===== src/rtl/mux_5bit.sv =====
// Two-input WIDTH-bit multiplexer with a combinational output and a
// registered copy of both the selected data and the select line.
module mux_5bit #(
  parameter int unsigned      WIDTH     = 5,
  parameter logic [WIDTH-1:0] RESET_VAL = '0
) (
  input  logic             clk,
  input  logic             rst,
  input  logic [WIDTH-1:0] input0,
  input  logic [WIDTH-1:0] input1,
  input  logic             select,
  output logic [WIDTH-1:0] mux_output,
  output logic [WIDTH-1:0] mux_output_q,
  output logic             sel_q
);

  logic [WIDTH-1:0] data_d;
  logic [WIDTH-1:0] data_q;
  logic             select_d;
  logic             select_q;

  // Selection stays outside the register path so the combinational output
  // never sees the reset.
  always_comb begin
    data_d   = input0;
    select_d = select;
    if (select) begin
      data_d = input1;
    end
  end

  always_ff @(posedge clk) begin
    if (rst) begin
      data_q   <= RESET_VAL;
      select_q <= 1'b0;
    end else begin
      data_q   <= data_d;
      select_q <= select_d;
    end
  end

  assign mux_output   = data_d;
  assign mux_output_q = data_q;
  assign sel_q        = select_q;

endmodule


===== config.mk =====
export PLATFORM = sky130hd
export DESIGN_NAME = mux_5bit
export DESIGN_NICKNAME = d
export VERILOG_FILES = /design/src/rtl/mux_5bit.sv
export SDC_FILE = /design/constraint.sdc
export NUM_CORES = 1
export LEC_CHECK = 0
export BUFFER_PORTS_ARGS = -buffer_cell sky130_fd_sc_hd__buf_2
export CAP_MARGIN = 20
export CORE_AREA = 2 2 39 41
export CTS_CLUSTER_SIZE = 40
export DETAILED_ROUTE_END_ITERATION = 6
export DIE_AREA = 0 0 41 43
export PLACE_DENSITY = 0.56
export RECOVER_POWER = 100
export SLEW_MARGIN = 10
export SYNTH_ARGS = -nofsm -noshare
export SYNTH_HDL_FRONTEND = slang
export SYNTH_SLANG_ARGS = --single-unit

===== constraint.sdc =====
create_clock -name clk -period 1.01 [get_ports clk]
set_input_delay 0.0505 -clock clk [delete_from_list [all_inputs] [get_ports clk]]
set_output_delay 0.0505 -clock clk [all_outputs]
set_load 0.005 [all_outputs]

* Word-level counts from Yosys, hierarchy flattened
Cells that the tools add are included.
** Cells by class
- Mux-type cells :: 1
** Operators with widths (number)
- two-way mux 5 bit :: 1
** Word-level totals
- Flip-flop bits (word level) :: 6
- Input bits :: 13
- Output and inout port bits :: 11
- Logic and storage cells :: 3

* Longest topological paths before layout
Gate-level depths: netlist (run 1).
- Word-level depth :: 1
- Gate-level depth with buffers :: 2
- Gate-level depth less buffers :: 2

* Worst setup path after synthesis (run 1)
No wires, ideal clock.
- Path kind :: input -> register
- Start :: input port select
- End :: register data_q[0] (netlist: mux_output_q[0])
- Library setup time :: 114 ps
- Arrival time :: 521 ps
- Required time :: 896 ps
- Setup slack :: 374 ps
- Stages :: 2
- Buffers on the path :: 0
- Cell sequence :: mux2_2 > and2b_1
** Between the ends
- Longest elaborated chain between the ends :: 1
** Ends and longest elaborated chain
- start: declaration :: RTL line 11 : input logic select,
- two-way mux 5 bit :: RTL line 27 : if (select) begin
- end signal: assignment :: RTL line 37 : data_q <= data_d;
- end: declaration :: RTL line 18 : logic [WIDTH-1:0] data_q;
Every way passes these cells.
A chain may end at the register's enable or synchronous reset.

* Worst setup path in the final report (run 1)
- Start :: input port select
- End :: output port mux_output[0]
** Between the ends
- Longest elaborated chain between the ends :: 1
** Ends and longest elaborated chain
- two-way mux 5 bit :: RTL line 27
- end: declaration :: RTL line 12 : output logic [WIDTH-1:0] mux_output,
Every way passes these cells.

==> results of run 1 <==
## routing by layer
metal,vias to the layer above,wire [um]
met2,16,267
li1,109,-
met4,0,0
met5,-,0
met1,94,212
met3,0,91
## synth_stat cells, drive strengths merged
library cell / count
dfxtp: 6
and2b: 4
nor2b: 2
mux2: 5
## path summary, 6_finish.rpt
path	start	endpoint	slack, ns
setup / recovery	select	mux_output[0]	0.27
hold / removal	rst	mux_output_q[3]	0.04
## placed cells by master (no fill, tap or decap), drive strengths merged
master | Yosys | layout
clkbuf | 0 | 8
and2b | 4 | 4
buf | 0 | 18
nor2b | 2 | 2
mux2 | 5 | 5
dfxtp | 6 | 6
## state kept, by name, indices dropped and copies added, names as in the netlist
name,flops
mux_output_q,5
sel_q,1
## power breakdown
| group | internal, uW | switching, uW |
|---|---|---|
| clock network | 135 | 88.5 |
| logic | 54.6 | 36.4 |
| registers | 253 | 3.53 |
| total | 442 | 128 |
## cell families (layout without fill, tap and decap cells)
family / Yosys count / count (layout)
simple gates: 6 / 6
mux: 5 / 5
flops: 6 / 6
buf+inv: 0 / 26
## stage by stage
stage / cell area (sq um) / total power [uW] / std cells / setup WS, ns / util, %
3_3_place_gp: 361.6 / 358.7 / 56 / 0.1844 / 26.13
5_1_grt: 376.6 / 618.0 / 59 / 0.2276 / 27.22
6_report: 376.6 / 570.5 / 59 / 0.2698 / 27.22
4_1_cts: 384.1 / 594.8 / 59 / 0.2665 / 27.76
3_5_place_dp: 361.6 / 359.9 / 56 / 0.1768 / 26.13
2_1_floorplan: 226.5 / 300.1 / 17 / 0.3743 / -
## final cells by class
cell class | count | area [sq um]
Timing Repair Buffer | 23 | 107.6
Sequential cell | 6 | 120.1
Tap cell | 16 | 20.02
Multi-Input combinational cell | 11 | 106.4
Clock buffer | 3 | 22.52
Fill cell | 145 | 1007
## worst max-delay path, delay by kind of cell
| family | cells | cell delay, ns |
|---|---|---|
| mux | 1 | 0.36 |
| buf+inv | 2 | 0.28 |
==> results.py, run 1 <==
metrics = {
    "clocking": {
        "cts_max_path_buffers": 2,
        "cts_root_buf": "clkbuf_4",
        "htree_levels": 1,
        "cts_buffers": 3,
        "cts_setup_buffers": 0,
        "cts_tree": "built",
        "cts_resized": 0,
        "clk_pin_slew_ns": 0.05,
        "cts_hold_buf": 0,
        "cts_num_sinks": 6,
    },
    "synth": {
        "synth_top_family_by_area": "multiplexers",
        "synth_cells": 17,
        "ys_ff_latch": 6,
        "synth_area_sq_um": 226.5,
        "synth_mux_area_share_pct": 24.86,
        "synth_compound_area_share_pct": 0,
        "synth_cell_type_count": 5,
        "synth_adder_area_share_pct": 0,
        "synth_xor_area_share_pct": 0,
        "syn_area_per_cell_sq_um": 13.32,
        "yosysTopAreaCellShare_pct": 53.04,
        "synth_area_leaders": "dfxtp_1 53%, mux2_2 25%, and2b_1 13%, nor2b_4 6.1%, nor2b_1 2.8%",
        "synthSimpleGateAreaFrac_pct": 22.10,
        "ys_seq_area_share_pct": 53.04,
        "syn-num-nets": 30,
        "yosysTopAreaCell": "dfxtp_1",
        "ys_warn_count": 0,
    },
    "sta": {
        "fin_crit_sh_pct": 73.29,
        "finalSetupViolCount": 0,
        "min_period_ns": 0.7402,
        "rsz0062_at_grt": "no",
        "fin_tns_setup_ns": 0,
        "timing.hold.ws_ns": 0.04145,
        "relSlewSlack_pct": 91.70,
        "tightest_slew_ns": 0.1245,
        "slew_viol_final": 0,
        "max_freq_ghz": 1.351,
        "hold_viol": 0,
    },
    "routing": {
        "ant_nets": 0,
        "drcViolationCount": 0,
        "firstDrtPassIters": 2,
        "vias_per_cell": 3.712,
        "drtIter0Drc": 1,
        "drt_wl_total_um": 570,
        "wl_per_cell_um": 9.661,
        "via_count": 219,
    },
    "floorplanning": {
        "die_h_um": 43,
        "start_util_pct": 16.37,
        "io_pins": 24,
        "die-area_sq_um": 1763,
        "die_width_um": 41,
        "core_area_sq_um": 1384,
        "rows": 14,
    },
    "finish": {
        "diodes": 0,
        "drive_gt1_share_pct": 53.49,
        "fin_nets": 58,
        "syn2layout_area_growth_pct": 66.30,
    },
    "setup_path": {
        "cpPeakStageDelay_ns": 0.36,
        "crit_type": "primary input to output pin",
        "path_max_fanout": 6,
        "cp.required_ns": 0.96,
        "worst_path_most_repeated_cell": "buf_2",
        "start_kind": "primary input",
        "cp_slowest_cell": "mux2_2",
        "crit_path_cell_trace": "buf_2 > mux2_2 > buf_2",
        "end_kind": "output pin",
        "arrival_ns": 0.69,
    },
    "global_route": {
        "grt_pass1_wl_um": 903,
        "grt_max_degree": 7,
        "grt_use_met1_pct": 8.795,
        "overflow": 0,
        "grt_util_met2_pct": 10.00,
        "grt_use_total_pct": 8.770,
        "top_usage_layer": "met2",
        "grtUsageMet3_pct": 9.948,
        "antenna_found_initial": 0,
        "grt_pass1_vias": 222,
    },
    "placement": {
        "port_buffers": 23,
        "gp_congestion": 0.6739,
        "post-dp-hpwl_um": 470.5,
    },
    "worst_hold_path": {
        "hold_path_class": "primary input to flip-flop",
        "min_path_cells": 2,
    },
    "power": {
        "p_leak_uw": 0.0001900,
        "power_density_nw_per_um2": 1515,
        "vdd_drop_max_uv": 577.1,
    },
    "run_status": {
        "outcome": "complete, no violations",
    },
    "flow_run": {
        "drv_cap": 0,
    },
}
(Power assumes the default switching activity.)
==> run 2, diff against run 1 <==
--- a/config.mk
+++ b/config.mk
@@ -5,13 +5,14 @@
 export SDC_FILE = /design/constraint.sdc
 export NUM_CORES = 1
 export LEC_CHECK = 0
+export ABC_AREA = 1
 export BUFFER_PORTS_ARGS = -buffer_cell sky130_fd_sc_hd__buf_2
 export CAP_MARGIN = 20
 export CORE_AREA = 2 2 39 41
 export CTS_CLUSTER_SIZE = 40
 export DETAILED_ROUTE_END_ITERATION = 6
 export DIE_AREA = 0 0 41 43
-export PLACE_DENSITY = 0.56
+export PLACE_DENSITY = 0.59
 export RECOVER_POWER = 100
 export SLEW_MARGIN = 10
 export SYNTH_ARGS = -nofsm -noshare
==> constraint.sdc (replaced) <==
create_clock -name clk -period 0.8 [get_ports clk]
set_input_delay 0.04 -clock clk [delete_from_list [all_inputs] [get_ports clk]]
set_output_delay 0.04 -clock clk [all_outputs]
set_load 0.005 [all_outputs]
==> run 2 against run 1 <==
Against the previous run: utilization is 2.8 points higher; final cell count is 44% higher; highest routed layer is now met4; critical path type is now flip-flop to output pin; sequential power is 26% higher.
==> results.py, run 2 <==
metrics = {
    "run_status": {
        "outcome": "complete, no violations",
    },
    "synth": {
        "synth_area_sq_um": 261.5,
        "ys_async_sr_fraction_pct": 0,
        "synth_edf_count": 0,
        "synth_common_cells": "15 x inv_1, 15 x nand2_1, 6 x dfxtp_1",
        "ys_warn_count": 0,
        "syn-num-nets": 56,
        "yosysTopAreaCellShare_pct": 45.93,
        "ys_seq_area_share_pct": 45.93,
        "yosysTopAreaCell": "dfxtp_1",
        "synth_cell_type_count": 6,
        "ys_ff_latch": 6,
        "synth_cells": 43,
        "synth_area_leaders": "dfxtp_1 46%, inv_1 22%, nand2_1 22%, nor2_1 7.2%, nor2_2 2.4%",
        "syn_area_per_cell_sq_um": 6.081,
        "synth_ff_type": "dfxtp_1",
    },
    "global_route": {
        "grt_max_degree": 7,
        "overflow": 0,
        "grt_use_total_pct": 7.337,
        "grt_pass1_vias": 226,
        "grt_pass1_wl_um": 786,
        "antenna_found_initial": 0,
    },
    "finish": {
        "diodes": 0,
        "multi_input_area_sq_um": 81.33,
        "final_cell_mix": "20 x buf_2, 15 x inv_1, 15 x nand2_1",
        "largest_reg_flops": 5,
        "syn2layout_area_growth_pct": 58.85,
        "ff_latch_area_sq_um": 120.1,
        "fin_nets": 84,
        "final_cell_area_sq_um": 415.4,
        "drive_gt1_share_pct": 36.23,
        "final_common_cell": "buf_2",
        "fill_cells": 169,
    },
    "floorplanning": {
        "die_h_um": 43,
        "start_util_pct": 18.90,
        "die-area_sq_um": 1763,
        "die_width_um": 41,
        "rows": 14,
        "io_pins": 24,
        "core_area_sq_um": 1384,
    },
    "clocking": {
        "cts_resized": 0,
        "cts_max_path_buffers": 2,
        "cts_hold_buf": 0,
        "cts_root_buf": "clkbuf_4",
        "htree_levels": 1,
        "cts_buffers": 3,
        "clk_pin_slew_ns": 0.04,
        "cts_setup_buffers": 0,
        "cts_tree": "built",
        "cts_num_sinks": 6,
    },
    "power": {
        "internal_power_uw": 552.5,
        "p_seq_share_pct": 45.6,
        "power_density_nw_per_um2": 1712,
        "p_leak_uw": 0.0002848,
        "comb_power_share_pct": 18.0,
        "p_sw_uw": 158.8,
        "p_clk_share_pct": 36.3,
        "vdd_drop_max_uv": 380.0,
        "p_sw_share_pct": 22.33,
    },
    "placement": {
        "gp_congestion": 0.7054,
        "dp_slack_ns": 0.1731,
        "post-dp-hpwl_um": 465.7,
        "port_buffers": 23,
        "placed_area_sq_um": 396.6,
    },
    "routing": {
        "drt_wl_total_um": 544,
        "drcViolationCount": 0,
        "wl_per_cell_um": 6.400,
        "firstDrtPassIters": 2,
        "ant_nets": 0,
        "via_count": 284,
        "vias_per_cell": 3.341,
        "drtIter0Drc": 2,
    },
    "sta": {
        "fin_tns_setup_ns": 0,
        "relSlewSlack_pct": 92.81,
        "tightest_slew_ns": 0.1078,
        "finalSetupViolCount": 0,
        "fin_ws_ns": 0.1130,
        "hold_viol": 0,
        "min_period_ns": 0.6870,
        "max_freq_ghz": 1.456,
        "slew_viol_final": 0,
        "rsz0062_at_grt": "no",
        "fin_crit_sh_pct": 85.88,
    },
    "setup_path": {
        "end_kind": "output pin",
        "crit_type": "flip-flop to output pin",
        "crit_family": "flip-flops",
        "path_buf_inv": 1,
        "cpPeakStageDelay_ns": 0.31,
        "arrival_ns": 0.65,
        "crit_path_cell_trace": "clkbuf_1",
        "path_max_fanout": 1,
        "start_kind": "flip-flop",
        "cp.required_ns": 0.76,
        "cp_slowest_cell": "dfxtp_1",
    },
    "worst_hold_path": {
        "min-delay-start": "rst",
        "min_path_cells": 2,
        "hold_end": "mux_output_q[3]",
        "hold_path_class": "primary input to flip-flop",
    },
    "flow_run": {
        "drv_cap": 0,
    },
}
==> run 2: metrics by stage <==
step	power (uW)	utilization (%)	cells	hold WS, ns
2_1_floorplan	386.2	-	43	0.1069
3_3_place_gp	462.3	28.66	82	0.2829
3_5_place_dp	463.8	28.66	82	0.2792
4_1_cts	731.9	30.29	85	0.02708
5_1_grt	770.9	30.02	85	0.04596
6_report	711.3	30.02	85	0.03091
==> run 2: power by group through the flow <==
| stage | logic (uW) | clock network, uW | registers, uW |
|---|---|---|---|
| 6_report | 128 | 258 | 325 |
| 5_1_grt | 150 | 296 | 325 |
| 4_1_cts | 135 | 273 | 324 |
| 3_5_place_dp | 134 | 0 | 330 |
| 3_3_place_gp | 133 | 0 | 329 |
| 2_1_floorplan | 52.5 | 0 | 334 |
==> run 2: final cells by class <==
| cell class | count | area share [%] |
|---|---|---|
| Clock buffer | 3 | 5.422 |
| Inverter | 16 | 14.46 |
| Multi-Input combinational cell | 21 | 19.58 |
| Sequential cell | 6 | 28.92 |
| Tap cell | 16 | 4.819 |
| Timing Repair Buffer | 23 | 26.81 |
==> run 2: worst max-delay path by stage <==
stage,startpoint,to,slack [ns],cells past startpoint
2_1_floorplan,select,mux_output_q[3],0.43,4
3_3_place_gp,select,mux_output[3],0.18,6
3_5_place_dp,select,mux_output[3],0.17,6
4_1_cts,mux_output_q[0],mux_output_q[0],0.11,1
5_1_grt,mux_output_q[0],mux_output_q[0],0.08,1
6_report,mux_output_q[0],mux_output_q[0],0.11,1
==> run 2: routing by layer <==
| layer | track usage [%] | vias up | part of all wire, % |
|---|---|---|---|
| met1 | 8.387 | 99 | 39 |
| li1 | - | 166 | - |
| met2 | 8.125 | 17 | 43 |
| met4 | 14.00 | 0 | 2.8 |
| met3 | 0 | 2 | 15 |
| met5 | 0 | - | 0 |
==> run 2: kinds of logic (layout without fill, tap and decap cells) <==
| group | count (synthesis) | count (layout) | share of synthesized area, % |
|---|---|---|---|
| AND/OR/NAND/NOR | 21 | 21 | 31.10 |
| buffers and inverters | 16 | 42 | 22.96 |
| flip-flops | 6 | 6 | 45.93 |
